**src/rtl/apb_node_tmo.sv**
```systemverilog
// apb_node_tmo: registered APB 1-to-NB_MASTER node.
// Decodes each upstream transfer against inclusive per-port address ranges and replays it
// on the selected downstream port. Unmapped addresses and downstream PREADY timeouts are
// answered with PSLVERR, a one-cycle error pulse and the offending address.
module apb_node_tmo #(
    parameter int NB_MASTER      = 9,
    parameter int APB_ADDR_WIDTH = 32,
    parameter int APB_DATA_WIDTH = 32,
    parameter int TIMEOUT_CYCLES = 256
) (
    input  logic                                clk_i,
    input  logic                                rst_ni,
    input  logic [APB_ADDR_WIDTH-1:0]           paddr_i,
    input  logic [APB_DATA_WIDTH-1:0]           pwdata_i,
    input  logic                                pwrite_i,
    input  logic                                psel_i,
    input  logic                                penable_i,
    output logic [APB_DATA_WIDTH-1:0]           prdata_o,
    output logic                                pready_o,
    output logic                                pslverr_o,
    output logic [APB_ADDR_WIDTH-1:0]           paddr_o,
    output logic [APB_DATA_WIDTH-1:0]           pwdata_o,
    output logic                                pwrite_o,
    output logic [NB_MASTER-1:0]                psel_o,
    output logic [NB_MASTER-1:0]                penable_o,
    input  logic [NB_MASTER*APB_DATA_WIDTH-1:0] prdata_i,
    input  logic [NB_MASTER-1:0]                pready_i,
    input  logic [NB_MASTER-1:0]                pslverr_i,
    input  logic [NB_MASTER*APB_ADDR_WIDTH-1:0] start_addr_i,
    input  logic [NB_MASTER*APB_ADDR_WIDTH-1:0] end_addr_i,
    output logic                                err_unmap_o,
    output logic                                err_tmo_o,
    output logic [APB_ADDR_WIDTH-1:0]           err_addr_o
);

    localparam int IDX_W = (NB_MASTER > 1) ? $clog2(NB_MASTER) : 1;
    localparam int CNT_W = (TIMEOUT_CYCLES > 1) ? $clog2(TIMEOUT_CYCLES) : 1;
    localparam bit TMO_EN = (TIMEOUT_CYCLES != 0);
    localparam logic [CNT_W-1:0] TMO_LAST =
        (TIMEOUT_CYCLES > 0) ? CNT_W'(TIMEOUT_CYCLES - 1) : '0;

    localparam logic [2:0] ST_IDLE    = 3'd0;
    localparam logic [2:0] ST_DSETUP  = 3'd1;
    localparam logic [2:0] ST_DACCESS = 3'd2;
    localparam logic [2:0] ST_RESP    = 3'd3;
    localparam logic [2:0] ST_ERR     = 3'd4;

    logic [2:0]                state_q;
    logic [IDX_W-1:0]          idx_q;
    logic [APB_ADDR_WIDTH-1:0] paddr_q;
    logic [APB_DATA_WIDTH-1:0] pwdata_q;
    logic                      pwrite_q;
    logic [CNT_W-1:0]          cnt_q;
    logic [APB_DATA_WIDTH-1:0] rdata_q;
    logic                      slverr_q;
    logic                      tmo_q;
    logic                      abort_q;
    logic [APB_ADDR_WIDTH-1:0] err_addr_q;

    logic                      hit;
    logic [IDX_W-1:0]          hit_idx;
    logic [NB_MASTER-1:0]      sel_vec;
    logic                      sel_ready;
    logic                      sel_slverr;
    logic [APB_DATA_WIDTH-1:0] sel_rdata;
    logic                      upstream_gone;

    // Address decode: lowest-index inclusive range containing paddr_i wins
    always_comb begin
        hit     = 1'b0;
        hit_idx = '0;
        for (int unsigned k = 0; k < NB_MASTER; k++) begin
            if (!hit &&
                paddr_i >= start_addr_i[k*APB_ADDR_WIDTH +: APB_ADDR_WIDTH] &&
                paddr_i <= end_addr_i[k*APB_ADDR_WIDTH +: APB_ADDR_WIDTH]) begin
                hit     = 1'b1;
                hit_idx = IDX_W'(k);
            end
        end
    end

    // One-hot port vector and response mux for the registered port index
    always_comb begin
        sel_vec    = '0;
        sel_ready  = 1'b0;
        sel_slverr = 1'b0;
        sel_rdata  = '0;
        for (int unsigned k = 0; k < NB_MASTER; k++) begin
            if (idx_q == IDX_W'(k)) begin
                sel_vec[k] = 1'b1;
                sel_ready  = pready_i[k];
                sel_slverr = pslverr_i[k];
                sel_rdata  = prdata_i[k*APB_DATA_WIDTH +: APB_DATA_WIDTH];
            end
        end
    end

    // A dropped upstream select means the downstream answer must be discarded
    assign upstream_gone = abort_q | ~psel_i;

    // Transfer FSM with captured request, response and error information
    always_ff @(posedge clk_i or negedge rst_ni) begin
        if (!rst_ni) begin
            state_q    <= ST_IDLE;
            idx_q      <= '0;
            paddr_q    <= '0;
            pwdata_q   <= '0;
            pwrite_q   <= 1'b0;
            cnt_q      <= '0;
            rdata_q    <= '0;
            slverr_q   <= 1'b0;
            tmo_q      <= 1'b0;
            abort_q    <= 1'b0;
            err_addr_q <= '0;
        end else begin
            case (state_q)
                ST_IDLE: begin
                    if (psel_i && !penable_i) begin
                        paddr_q  <= paddr_i;
                        pwdata_q <= pwdata_i;
                        pwrite_q <= pwrite_i;
                        abort_q  <= 1'b0;
                        tmo_q    <= 1'b0;
                        if (hit) begin
                            idx_q   <= hit_idx;
                            state_q <= ST_DSETUP;
                        end else begin
                            err_addr_q <= paddr_i;
                            state_q    <= ST_ERR;
                        end
                    end
                end
                ST_DSETUP: begin
                    cnt_q <= '0;
                    if (!psel_i) abort_q <= 1'b1;
                    state_q <= ST_DACCESS;
                end
                ST_DACCESS: begin
                    if (!psel_i) abort_q <= 1'b1;
                    if (sel_ready) begin
                        rdata_q  <= sel_rdata;
                        slverr_q <= sel_slverr;
                        state_q  <= upstream_gone ? ST_IDLE : ST_RESP;
                    end else if (TMO_EN && cnt_q == TMO_LAST) begin
                        if (upstream_gone) begin
                            state_q <= ST_IDLE;
                        end else begin
                            tmo_q      <= 1'b1;
                            err_addr_q <= paddr_q;
                            state_q    <= ST_ERR;
                        end
                    end else begin
                        cnt_q <= cnt_q + 1'b1;
                    end
                end
                ST_RESP: state_q <= ST_IDLE;
                ST_ERR:  state_q <= ST_IDLE;
                default: state_q <= ST_IDLE;
            endcase
        end
    end

    // Output decode: every output is derived from registered state only
    always_comb begin
        psel_o      = '0;
        penable_o   = '0;
        pready_o    = 1'b0;
        pslverr_o   = 1'b0;
        prdata_o    = '0;
        err_unmap_o = 1'b0;
        err_tmo_o   = 1'b0;
        case (state_q)
            ST_DSETUP: psel_o = sel_vec;
            ST_DACCESS: begin
                psel_o    = sel_vec;
                penable_o = sel_vec;
            end
            ST_RESP: begin
                pready_o  = 1'b1;
                pslverr_o = slverr_q;
                prdata_o  = rdata_q;
            end
            ST_ERR: begin
                pready_o    = 1'b1;
                pslverr_o   = 1'b1;
                err_unmap_o = ~tmo_q;
                err_tmo_o   = tmo_q;
            end
            default: ;
        endcase
    end

    assign paddr_o    = paddr_q;
    assign pwdata_o   = pwdata_q;
    assign pwrite_o   = pwrite_q;
    assign err_addr_o = err_addr_q;

endmodule

```
**config.mk**
```make
export PLATFORM = sky130hd
export DESIGN_NAME = apb_node_tmo
export DESIGN_NICKNAME = d
export VERILOG_FILES = /design/src/rtl/apb_node_tmo.sv
export SDC_FILE = /design/constraint.sdc
export NUM_CORES = 1
export LEC_CHECK = 0
export ABC_AREA = 1
export CORE_AREA = 2 2 426 428
export CTS_CLUSTER_SIZE = 24
export DETAILED_ROUTE_END_ITERATION = 6
export DIE_AREA = 0 0 428 430
export DONT_BUFFER_PORTS = 1
export GPL_TIMING_DRIVEN = 1
export SKIP_LAST_GASP = 1
export SYNTH_ARGS = -nofsm -noshare
export SYNTH_HDL_FRONTEND = slang
export SYNTH_SLANG_ARGS = --single-unit
```
**constraint.sdc**
```tcl
create_clock -name clk_i -period 2.1 [get_ports clk_i]
set_clock_uncertainty 0.2 [all_clocks]
set_input_delay 0.315 -clock clk_i [delete_from_list [all_inputs] [get_ports clk_i]]
set_output_delay 0.315 -clock clk_i [all_outputs]
set_load 0.03 [all_outputs]
```
==> flow_summary_export.csv <==
group,metric,value,unit
finish,register_area,3680,sq um
floorplanning,io_pins,1102,
flow_run,maximum_capacitance_violations,0,
clock_tree,path_clk_slew,0.08,ns
global_routing,first_global_vias,27249,
place,buffer_ports.inserted,0,
worst_setup_path,end_kind,"register",
clock_tree,cts_tree,"done",
floorplanning,die-area,184000,sq um
sta,hold_viol,148,
route,initialDrtViolationCount,1711,
sta,worst_slew_margin_rel,55.8,%
finish,mostFrequentLayoutCells,"sky130_fd_sc_hd__nand2_1, sky130_fd_sc_hd__inv_1, sky130_fd_sc_hd__ha_1",
yosys,synth_top_family_by_area,"adder cells",
worst_setup_path,setup.worst_path.start_class,"register",
worst_setup_path,critPathKind,"register to register",
sta,pins_over_their_slew_limit,0,
yosys,synth_area_per_cell,6.49,sq um
floorplanning,rows,156,
clock_tree,cts_hold_repair.buffers,187,
route,wire_length_per_cell_after_detailed_routing,25.7,microns
yosys,synthesis.area,23500,sq um
worst_setup_path,critical_path.most_common_cell,"sky130_fd_sc_hd__buf_4",
sta,min_period,2.76,ns
yosys,sequential_area_share_after_synthesis,15.7,%
route,detail-route-antenna-nets,0,
sta,fin_worst_hold_slack,-0.692,ns
clock_tree,cts_inserted_buffers,17,
place,post-dp-hpwl,128,mm
yosys,synth-compound-area-share,14.3,%
finish,layout_cell_share_with_drive_strength_beyond_1,19.6,%
yosys,postSynthCellCount,3615,
global_routing,grt_overflow,0,
floorplanning,start_util,13.0,%
worst_setup_path,critical_path.slowest_cell,"sky130_fd_sc_hd__dfrtp_1",
finish,nNetsFinal,5686,
worst_hold_path,hp-class,"input pin to async pin",
clock_tree,clock_path_buffers,2,
clock_tree,root_buffer,"sky130_fd_sc_hd__clkbuf_16",
outcome,status,"complete, but fails checks",
finish,syn2layout_area_growth,49.8,%
yosys,yosys_warn_count,0,
worst_setup_path,r2r_slack,-0.66,ns
power_and_ir_drop,ir_worst_vdd,645,uV
sta,max_clock_freq,362,MHz
worst_setup_path,required,2.26,ns
sta,timing_worst_slew_pin_value,0.660,ns
finish,nFillCells,19853,
sta,finalCritPeriodShare,131,%
floorplanning,die_height,430,microns
yosys,synth_flop_cell,"sky130_fd_sc_hd__dfrtp_1",
worst_setup_path,critPathBufInv,8,
global_routing,largest_net_degree_at_the_start_of_global_routing,148,
yosys,synth_seq_cells,147,
worst_setup_path,critical-path-top-delay-family,"buffers and inverters",
yosys,synth_simple_gate_area_share,25.4,%
worst_setup_path,critical_path_max_stage_delay,0.40,ns
route,routed_wl,169,mm
yosys,synth.lib_cells_used.distinct,47,
yosys,synthesized_netlist_net_count,5143,
outcome,violated_checks,"design-rule violations, negative hold slack, negative setup slack",
clock_tree,htree_num_levels,4,
sta,worst_slack,-0.661,ns
global_routing,grt_use_total,17.3,%
route,remaining_drc_errors,15,
finish,multi_input_comb_area,18500,sq um
global_routing,antenna_found_initial,71,
place,final_replace_weighted_congestion,1.06,
yosys,postSynth.asyncResetShare,100,%
floorplanning,dieWidth,428,microns
global_routing,grt_pass1_wl,218,mm
sta,setup_violations,136,
worst_setup_path,worst_ep_arrival_time,2.92,ns
worst_setup_path,cp_max_fo,14,
sta,rsz0062_at_grt,"yes",
yosys,number_of_enable_type_register_cells_in_the_synthesized_netlist,0,
power_and_ir_drop,static-leakage-power,18.2,nW
finish,utilization,19.6,%
floorplanning,fp.coreArea,180000,sq um
yosys,adder_and_majority_gate_portion_of_the_synthesized_area,30.8,%
worst_setup_path,crit_chain,"buf_12, inv_2, nor2_2, nand2_4, buf_4, buf_4, inv_2, buf_6, nand2_1, nand3_2, a221oi_2, buf_4, nand2_1, a21oi_2, buf_6, a32oi_1",
finish,layout_commonest_cell,"sky130_fd_sc_hd__nand2_1",
power_and_ir_drop,power-per-cell-area,869,nW/um^2
clock_tree,clkSinkCount,147,
yosys,synthMuxAreaShare,0,%
clock_tree,clkLatencyLatePin,0.51,ns
route,num_vias,27910,
route,drt-pass1-iter-count,7,
route,vias_per_cell,4.23,
yosys,synth-xor-area-share,0.112,%
## metal layers
| layer | share of wire [%] | vias up | GRT usage, % |
|---|---|---|---|
| met1 | 33 | 12955 | 16.7 |
| met2 | 52 | 1528 | 32.1 |
| met3 | 6.4 | 501 | 3.64 |
| met4 | 8.5 | 10 | 13.2 |
| li1 | - | 12916 | - |
| met5 | 0.043 | - | 0.0520 |
## repair_timing
item	in CTS	in global routing
pin swaps	39	90
setup endpoints to repair	166	193
endpoints found under the hold margin	277	147
setup buffers	55	28
cloned	11	13
gates resized for setup	284	359
## final cells by class
cell class,instances,area share (%)
Inverter,767,8.38
Antenna cell,51,0.363
Tap cell,2370,8.44
Clock inverter,12,0.313
Timing Repair Buffer,601,18.1
Sequential cell,147,10.5
Multi-Input combinational cell,2624,52.6
Clock buffer,19,1.26
## registers in the layout, indices dropped and copies added (netlist names), 3 cells and up
register    cells
state_q         3
paddr_o        32
rdata_q        32
pwdata_o       32
idx_q           4
cnt_q           8
err_addr_o     32
## stage by stage
| stage | setup slack (ns) | std cells | total power [mW] | TNS [ns] | instance area, sq um |
|---|---|---|---|---|---|
| after CTS | -0.643 | 6512 | 27.9 | -65.32 | 33300 |
| after global routing | -0.732 | 6581 | 32.2 | -72.54 | 35100 |
| after global placement | -1.53 | 6233 | 21.2 | -84.44 | 29200 |
| after detailed placement | -1.54 | 6233 | 21.4 | -85.78 | 29200 |
| final | -0.661 | 6591 | 30.6 | -60.75 | 35200 |
| after floorplan | -0.500 | 3615 | 13.8 | -17.91 | 23600 |
## worst register-to-register path, stage by stage, from the launching register on
cell	delay (ns)
sky130_fd_sc_hd__dfrtp_1	0.40
sky130_fd_sc_hd__buf_12	0.15
sky130_fd_sc_hd__inv_2	0.08
sky130_fd_sc_hd__nor2_2	0.05
sky130_fd_sc_hd__nand2_4	0.08
sky130_fd_sc_hd__buf_4	0.10
sky130_fd_sc_hd__buf_4	0.11
sky130_fd_sc_hd__inv_2	0.07
sky130_fd_sc_hd__buf_6	0.17
sky130_fd_sc_hd__nand2_1	0.08
sky130_fd_sc_hd__nand3_2	0.13
sky130_fd_sc_hd__a221oi_2	0.19
sky130_fd_sc_hd__buf_4	0.20
sky130_fd_sc_hd__nand2_1	0.08
sky130_fd_sc_hd__a21oi_2	0.24
sky130_fd_sc_hd__buf_6	0.18
sky130_fd_sc_hd__a32oi_1	0.11
## report_power, final
group,leakage [nW],switching [mW],internal [mW]
clock,0.268,1.53,1.58
sequential,1.83,3.10,4.08
combinational,16.1,12.0,8.25
## synth_stat cells, types with 18 or more instances
cell / count / area share (%)
sky130_fd_sc_hd__dfrtp_1: 147 / 16
sky130_fd_sc_hd__o211ai_1: 21 / 0.67
sky130_fd_sc_hd__nand3_1: 186 / 4.0
sky130_fd_sc_hd__nand4_1: 77 / 2.1
sky130_fd_sc_hd__nand2_1: 899 / 14
sky130_fd_sc_hd__ha_1: 577 / 31
sky130_fd_sc_hd__o21ai_0: 217 / 4.6
sky130_fd_sc_hd__a21oi_1: 333 / 7.1
sky130_fd_sc_hd__nor2_1: 190 / 3.0
sky130_fd_sc_hd__inv_1: 758 / 12
sky130_fd_sc_hd__nor3_1: 21 / 0.45
sky130_fd_sc_hd__clkbuf_1: 52 / 0.83
sky130_fd_sc_hd__o21a_1: 18 / 0.58
## logic make-up after synthesis
| logic type | after synthesis |
|---|---|
| XOR/XNOR | 3 |
| buffers and inverters | 844 |
| adder cells (fa/ha/maj) | 577 |
| flip-flops | 147 |
| AND/OR/NAND/NOR | 1415 |
| AO/OA/AOI/OAI | 629 |
## final timing paths
| kind | end | startpoint | cells past startpoint |
|---|---|---|---|
| hold reg to reg | cnt_q[5] | cnt_q[5] | 2 |
| hold / removal | pwdata_o[3] | rst_ni | 0 |
| min in group clk_i | rdata_q[18] | prdata_i[178] | 4 |
| setup / recovery | rdata_q[5] | idx_q[1] | 16 |
| max in group asynchronous | err_addr_o[24] | rst_ni | 0 |
| setup reg to reg | rdata_q[5] | idx_q[1] | 16 |
(Power assumes the default switching activity.)
